`config.mk`:
```
export PLATFORM = sky130hd
export DESIGN_NAME = frame_serializer
export DESIGN_NICKNAME = d
export VERILOG_FILES = /design/src/rtl/frame_serializer.sv
export SDC_FILE = /design/constraint.sdc
export NUM_CORES = 1
export LEC_CHECK = 0
export ABC_AREA = 1
export CAP_MARGIN = 0
export CORE_ASPECT_RATIO = 2
export CORE_MARGIN = 2
export CORE_UTILIZATION = 30
export CTS_BUF_LIST = sky130_fd_sc_hd__clkbuf_4
export DETAILED_ROUTE_END_ITERATION = 6
export PLACE_DENSITY_LB_ADDON = 0.2
export SLEW_MARGIN = 10
export SYNTH_ARGS = -nofsm -noshare
export SYNTH_HDL_FRONTEND = slang
export SYNTH_SLANG_ARGS = --single-unit
```
`constraint.sdc`:
```
create_clock -name clk -period 1.7 [get_ports clk]
set_input_delay 0.34 -clock clk [delete_from_list [all_inputs] [get_ports clk]]
set_output_delay 0.34 -clock clk [all_outputs]
set_load 0.02 [all_outputs]
```
`src/rtl/frame_serializer.sv`:
```
// frame_serializer
//   Feeds the serial pattern detector with a continuous, frame-aligned bit
//   stream. Parallel frames arrive over a valid/ready handshake and wait in a
//   small FIFO. They are shifted out MSB-first, one bit per clock. When no
//   frame is queued at a frame boundary, FILL_WORD is sent instead, so the
//   detector's frame phase never slips.
//
// Handshake (valid/ready): a word transfers on a rising edge where
//   in_valid & in_ready are both high. in_ready depends only on registered
//   state, never on in_valid. While in_valid is high and in_ready is low, the
//   source holds in_word stable until the transfer happens.
//
// Ports
//   clk          rising-edge clock; data_out launches on posedge
//   reset        asynchronous, active-low
//   in_word      parallel frame, MSB transmitted first
//   in_valid     in_word valid this cycle
//   in_ready     FIFO can accept a word
//   data_out     serial bit to the detector
//   frame_start  high while data_out carries the MSB of a frame
//   fill_active  high for every bit of an inserted FILL_WORD frame
//   fill_count   saturating count of inserted FILL frames
//   state_dbg    FSM state (0 = START, 1 = SHIFT), for checkers
module frame_serializer #(
  parameter int                    FRAME_BITS = 4,
  parameter int                    DEPTH      = 2,
  parameter logic [FRAME_BITS-1:0] FILL_WORD  = '0,
  parameter int                    CNT_W      = 8
) (
  input  logic                  clk,
  input  logic                  reset,
  input  logic [FRAME_BITS-1:0] in_word,
  input  logic                  in_valid,
  output logic                  in_ready,
  output logic                  data_out,
  output logic                  frame_start,
  output logic                  fill_active,
  output logic [CNT_W-1:0]      fill_count,
  output logic                  state_dbg
);

  localparam int AW = (DEPTH > 1) ? $clog2(DEPTH) : 1;
  localparam int BW = (FRAME_BITS > 1) ? $clog2(FRAME_BITS) : 1;

  typedef enum logic {START = 1'b0, SHIFT = 1'b1} state_t;

  state_t                  state_q;
  logic [BW-1:0]           bit_cnt_q;
  logic [FRAME_BITS-1:0]   sr_q;
  logic                    frame_start_q;
  logic                    fill_active_q;
  logic [CNT_W-1:0]        fill_count_q;

  logic [FRAME_BITS-1:0]   mem_q [DEPTH];
  logic [AW-1:0]           wr_ptr_q, wr_ptr_d;
  logic [AW-1:0]           rd_ptr_q, rd_ptr_d;
  logic [AW:0]             count_q, count_d;

  logic full, empty, push, pop, load;

  assign full  = (count_q == (AW+1)'(DEPTH));
  assign empty = (count_q == '0);

  // in_ready stays low through reset and the START edge, then tracks !full.
  assign in_ready = (state_q == SHIFT) && !full;
  assign push     = in_valid && in_ready;

  // The START edge and every counter wrap load a fresh frame.
  assign load = (state_q == START) || (bit_cnt_q == BW'(FRAME_BITS - 1));
  // Pop uses pre-edge occupancy, so a word pushed on this edge is never
  // bypassed into the frame being loaded now.
  assign pop  = load && !empty;

  always_comb begin
    wr_ptr_d = wr_ptr_q;
    rd_ptr_d = rd_ptr_q;
    count_d  = count_q;
    if (push) wr_ptr_d = wr_ptr_q + 1'b1;
    if (pop)  rd_ptr_d = rd_ptr_q + 1'b1;
    case ({push, pop})
      2'b10:   count_d = count_q + 1'b1;
      2'b01:   count_d = count_q - 1'b1;
      default: count_d = count_q;
    endcase
  end

  always_ff @(posedge clk) begin
    if (push) mem_q[wr_ptr_q] <= in_word;
  end

  always_ff @(posedge clk or negedge reset) begin
    if (!reset) begin
      state_q       <= START;
      bit_cnt_q     <= '0;
      sr_q          <= '0;
      frame_start_q <= 1'b0;
      fill_active_q <= 1'b0;
      fill_count_q  <= '0;
      wr_ptr_q      <= '0;
      rd_ptr_q      <= '0;
      count_q       <= '0;
    end else begin
      state_q  <= SHIFT;
      wr_ptr_q <= wr_ptr_d;
      rd_ptr_q <= rd_ptr_d;
      count_q  <= count_d;
      if (load) begin
        bit_cnt_q     <= '0;
        frame_start_q <= 1'b1;
        if (!empty) begin
          sr_q          <= mem_q[rd_ptr_q];
          fill_active_q <= 1'b0;
        end else begin
          sr_q          <= FILL_WORD;
          fill_active_q <= 1'b1;
          if (fill_count_q != '1) fill_count_q <= fill_count_q + 1'b1;
        end
      end else begin
        bit_cnt_q     <= bit_cnt_q + 1'b1;
        sr_q          <= {sr_q[FRAME_BITS-2:0], 1'b0};
        frame_start_q <= 1'b0;
      end
    end
  end

  // data_out comes straight from the shift register MSB, so it is registered.
  assign data_out    = sr_q[FRAME_BITS-1];
  assign frame_start = frame_start_q;
  assign fill_active = fill_active_q;
  assign fill_count  = fill_count_q;
  assign state_dbg   = state_q;

endmodule

```
# == Word-level counts from Yosys, hierarchy flattened ==
# Memories as Yosys holds them, arrays and structs flattened.
# Cells that the tools add are included.
# op_classes
n_reduce_logical,9
n_bitwise,1
eq_ne,5
addsub,6
mux,8
# op_table
cell,count
"adder 8 x 1 -> 8 bit, second input constant",1
two-way mux 4 bit,2
"!= test 8 bit, second input constant",1
"== test 2 bit, second input constant",3
"adder 2 x 1 -> 2 bit, second input constant",2
two-way mux 1 bit,4
case mux 2 bit (2 select lines),1
logical AND 1 bit,3
AND reduction 3 bit,1
"adder 1 bit, second input constant",2
"== test 2 x 1 -> 1 bit, second input constant",1
logical NOT 1 bit,2
logical NOT 2 bit,1
two-way mux 2 bit,1
nonzero test 2 bit,1
"subtractor 2 x 1 -> 2 bit, second input constant",1
logical OR 1 bit,1
inverter 1 bit,1
# totals
regBits,21
mem_count,1
word_cells,39
mem_bits_rw,8
# memory_table
name,depth,width,rd,rd_clocked_by_memory_dff,write_ports,line_no,rtl
mem_q,2,4,1,0,1,54,logic [FRAME_BITS-1:0] mem_q [DEPTH];

# == Longest topological paths before layout ==
# logic_depth
depth_word,6
mapped_depth,9
depth_no_buf,9

# == Worst setup path before layout ==
# OpenSTA, ideal clock, no wires.
# synth_path
path_type,flip-flop to flip-flop
from,register bit_cnt_q[0]
to,register count_q[1]
t_arrival_ns,1.645
n_path_buf,0
required_time_ns,1.569
setup_slack_ns,-0.076
synth_period_minus_slack_ns,1.776
setup_time_ns,0.131
stages_incl_launch_ff,10
cell_sequence,dfrtp_1 ha_1 nor2_4 inv_2 nand2_4 inv_2 ha_1 a21oi_1 o21ai_0 xor2_1
# synth_via
elab_chain_cells,5
word_cells_on_any_way,7
classes_between,eq/ne: 3; mux: 1; reduce/logical: 3
# synth_rtl
item,line_no,rtl
"start, declared",48,logic [BW-1:0] bit_cnt_q;
"start signal, assigned",119,bit_cnt_q <= bit_cnt_q + 1'b1;
== test 2 bit (*),69,assign load = (state_q == START) || (bit_cnt_q == BW'(FRAME_BITS - 1));
logical OR 1 bit (*),69,
net load,59,"logic full, empty, push, pop, load;"
logical AND 1 bit (*),72,assign pop = load && !empty;
net pop,59,
== test 2 x 1 -> 1 bit or == test 2 bit (tied branches),80,"case ({push, pop})"
case mux 2 bit (2 select lines) or nonzero test 2 bit (tied branches),n/a,
"end signal, assigned",106,count_q <= count_d;
"end, declared",57,"logic [AW:0] count_q, count_d;"
# Mark *: on every way through the listed nets, which the timed path passes. The rest lies on a longest branch.
# A chain may end at the register's enable or synchronous reset.

# == Final worst setup path ==
# layout_path
from,"register fill_active_q, in the netlist fill_active"
to,output port fill_active
# layout_lines
item,line_no,rtl
"start, declared",51,logic fill_active_q;
"start signal, assigned",97,fill_active_q <= 1'b0;
"start signal, assigned",112,fill_active_q <= 1'b0;
"start signal, assigned",115,fill_active_q <= 1'b1;
"end, declared",37,"output logic fill_active,"
# No word-level cell between the ends.

==> impl_metrics.env <==
export IMPL_synthesis_area_mm2=0.00132
export IMPL_placer_congestion_estimate=0.713
export IMPL_yosysWarnings=0
export IMPL_worstSkewPairLatency_ps=320
export IMPL_grt_antenna_before_repair=0
export IMPL_vias=915
export IMPL_finalCoreUtilization_pct=39.1
export IMPL_drive_gt1_share_pct=21.5
export IMPL_fin_tns_setup_ps=0
export IMPL_ctsHoldBuffers=0
export IMPL_setup_worst_path_class="flip-flop to output port"
export IMPL_ys_dominant_reg_cell="dfrtp_1"
export IMPL_firstDrtPassIters=4
export IMPL_timing_clock_skew_ps=10.4
export IMPL_final_hold_viol_count=0
export IMPL_layout_area_overhead_vs_synth_pct=27.0
export IMPL_cts_reportedPaths_clkPinSlew_ps=90
export IMPL_fraction_of_registers_with_async_set_or_reset_after_synthesis_pct=72.4
export IMPL_highest_layer="met4"
export IMPL_net_count_synth=139
export IMPL_rsz0062_at_grt="no"
export IMPL_yosys_top_cells_area="dfrtp_1, edfxtp_1, nand2_1"
export IMPL_ordered_list_of_cells_on_the_worst_path="clkdlybuf4s50_1"
export IMPL_cellInternalPower_w=0.00154
export IMPL_synth_ff_latch_count=29
export IMPL_switching_share_pct=34.7
export IMPL_clock_tree_htree_level_count=2
export IMPL_required_ps=1360
export IMPL_cts_root_to_sink_buffers=2
export IMPL_route_detailed_vias_per_inst=4.32
export IMPL_comb_power_share_pct=32.7
export IMPL_io_pin_count=20
export IMPL_period_minus_slack_ps=1640
export IMPL_seqPwrFrac_pct=43.6
export IMPL_run_status="complete, no violations"
export IMPL_ir_worst_vdd_uv=696
export IMPL_crit_path_max_incr_delay_ps=620
export IMPL_post_place_cells=204
export IMPL_synthDistinctLibCells=24
export IMPL_die_x_um=50.9
export IMPL_period_share_pct=96.7
export IMPL_synth_largest_type_area_fraction_pct=39.8
export IMPL_filler_cell_count=443
export IMPL_wl_met2_mm=1.33
export IMPL_antenna_violating_nets_post_route=0
export IMPL_die_y_um=97.9
export IMPL_postSynthCellCount=129
export IMPL_cp_arrival_ps=1300
export IMPL_post_layout_nonfiller_instances=212
export IMPL_grt_pass1_vias=969
export IMPL_buffer_ports_inserted=19
export IMPL_family_with_the_most_delay_on_the_worst_path="buffers and inverters"
export IMPL_critical_path_endpoint_type="output port"
export IMPL_initial_utilization_pct=30.8
export IMPL_top_count_cell_post_synth="nand2_1"
export IMPL_global_route_usage_total_pct=11.4
export IMPL_cts_tree="done"
export IMPL_critical_path_max_fanout=2
export IMPL_critical_path_buf_inv_count=1
export IMPL_wl_met3_um=96
export IMPL_global_route_overflow_total=0
export IMPL_critPathLaunchType="flip-flop"
export IMPL_hold_path_class="primary input to asynchronous set/reset pin"
export IMPL_finish_net_count=167
export IMPL_power_leakage_nw=0.789
export IMPL_cell_rows=34
export IMPL_power_net_switching_w=0.000818
export IMPL_global_route_wire_length_before_repair_mm=4.20
export IMPL_clock_root_buffer="clkbuf_4"
export IMPL_numCtsBuffers=5
export IMPL_cap_viol_max_count=0
export IMPL_number_of_diodes_added_for_antenna_fixing=0
export IMPL_synthesis_area_per_instance_um2=10.2
export IMPL_yosysSeqAreaShare_pct=58.0
export IMPL_synth_edff_count=8
export IMPL_design_core_area_mm2=0.00430
export IMPL_p_clk_share_pct=23.6
export IMPL_pin_count_of_the_biggest_net_entering_global_routing=22
export IMPL_avgRoutedWirePerCell_um=10.9
export IMPL_power_density_mw_per_mm2=1410
export IMPL_synth_cells_most_frequent="nand2_1, dfrtp_1, nor2_1"
export IMPL_synthDominantAreaCellType="dfrtp_1"
export IMPL_count_of_unresolved_drc_violations_after_routing=0
export IMPL_cts_num_sinks=29
export IMPL_first_iter_violations=10
export IMPL_die_area_mm2=0.00498
export IMPL_critical_path_slowest_cell="clkdlybuf4s50_1"
export IMPL_half_perimeter_wire_length_of_the_detailed_placement_result_mm=1.82
export IMPL_detail_route_wirelength_mm=2.31
export IMPL_drv_slew=0
export IMPL_maxClockFrequency_ghz=0.609
export IMPL_endpoints_failing_setup=0
export IMPL_met1_length_um=815
through the flow:
stage	cell area (µm²)	hold WS, ps	setup slack, ps	power [W]
after floorplan	1340	44.4	74.4	0.00159
after global placement	1610	430	92.4	0.00183
after detailed placement	1610	436	25.8	0.00187
after CTS	1680	361	16.4	0.00241
after global routing	1680	386	3.74	0.00254
final	1680	365	56.9	0.00236
repair_timing:
item | 4_1_cts | 5_1_grt
cloned | 0 | 0
resized for setup | 10 | 1
hold endpoints to repair | 0 | 0
endpoints found under the setup margin | 9 | 2
pin swaps | 0 | 1
setup buffers | 0 | 0
flip-flops by register name (all words and copies together), names as in the netlist:
| name | flops |
|---|---|
| count_q | 2 |
| bit_cnt_q | 2 |
| wr_ptr_q | 1 |
| state_dbg | 1 |
| frame_start | 1 |
| fill_count | 8 |
| sr_q | 4 |
| mem_q | 8 |
| rd_ptr_q | 1 |
| fill_active | 1 |
routing by layer:
layer	up-vias	GRT usage, %
li1	455	-
met1	432	11.3
met2	22	20.3
met3	6	3.36
met4	0	6.24
met5	-	0
area by class of cell:
type / instances / area [µm²] / share of cell area (%)
multi-input combinational: 84 / 508 / 30.3
sequential: 29 / 767 / 45.7
clock buffer: 6 / 45.0 / 2.68
tap: 54 / 67.6 / 4.03
timing repair buffer: 22 / 198 / 11.8
clock inverter: 2 / 33.8 / 2.01
inverter: 15 / 58.8 / 3.50
final timing paths:
path                           endpoint  depth (start not counted)  slack, ps         start
max in group asynchronous     state_dbg                          2       1100         reset
max reg2reg                  count_q[1]                          9        100  bit_cnt_q[0]
min                         frame_start                          2        360         reset
max                         fill_active                          1         60   fill_active
min in group clk           bit_cnt_q[0]                          1        450  bit_cnt_q[0]
min reg2reg                bit_cnt_q[0]                          1        450  bit_cnt_q[0]
layout by cell type (no fill, tap or decap), types with 2 or more instances in the layout:
cell	n
clkbuf_4	6
dfrtp_1	20
xor2_1	4
mux2i_1	3
buf_4	3
nand3_1	3
inv_1	8
nor2_4	3
dlygate4sd2_1	8
xnor2_1	2
nand2_4	3
o21ai_1	6
inv_2	6
nand2_2	3
edfxtp_1	8
nand2_1	38
clkdlybuf4s50_1	10
a21oi_1	2
nor2_1	9
logic make-up (layout without fill, tap and decap cells):
family	count (synthesis)	count (layout)	synth area share [%]
buf+inv	16	45	4.73
fa+ha+maj	3	3	2.84
flops	29	29	58.0
compound gates	9	9	3.69
simple gates	61	61	23.0
other cells	1	1	0.284
mux	3	3	2.27
xor+xnor	7	7	5.21
power by group through the flow:
stage | logic [W] | registers (W) | clock network [W]
6_report | 0.000772 | 0.00103 | 0.000557
3_3_place_gp | 0.000793 | 0.00104 | 0
2_1_floorplan | 0.000506 | 0.00108 | 0
4_1_cts | 0.000794 | 0.00103 | 0.000586
3_5_place_dp | 0.000823 | 0.00105 | 0
5_1_grt | 0.000859 | 0.00106 | 0.000621
(Power assumes the default switching activity.)
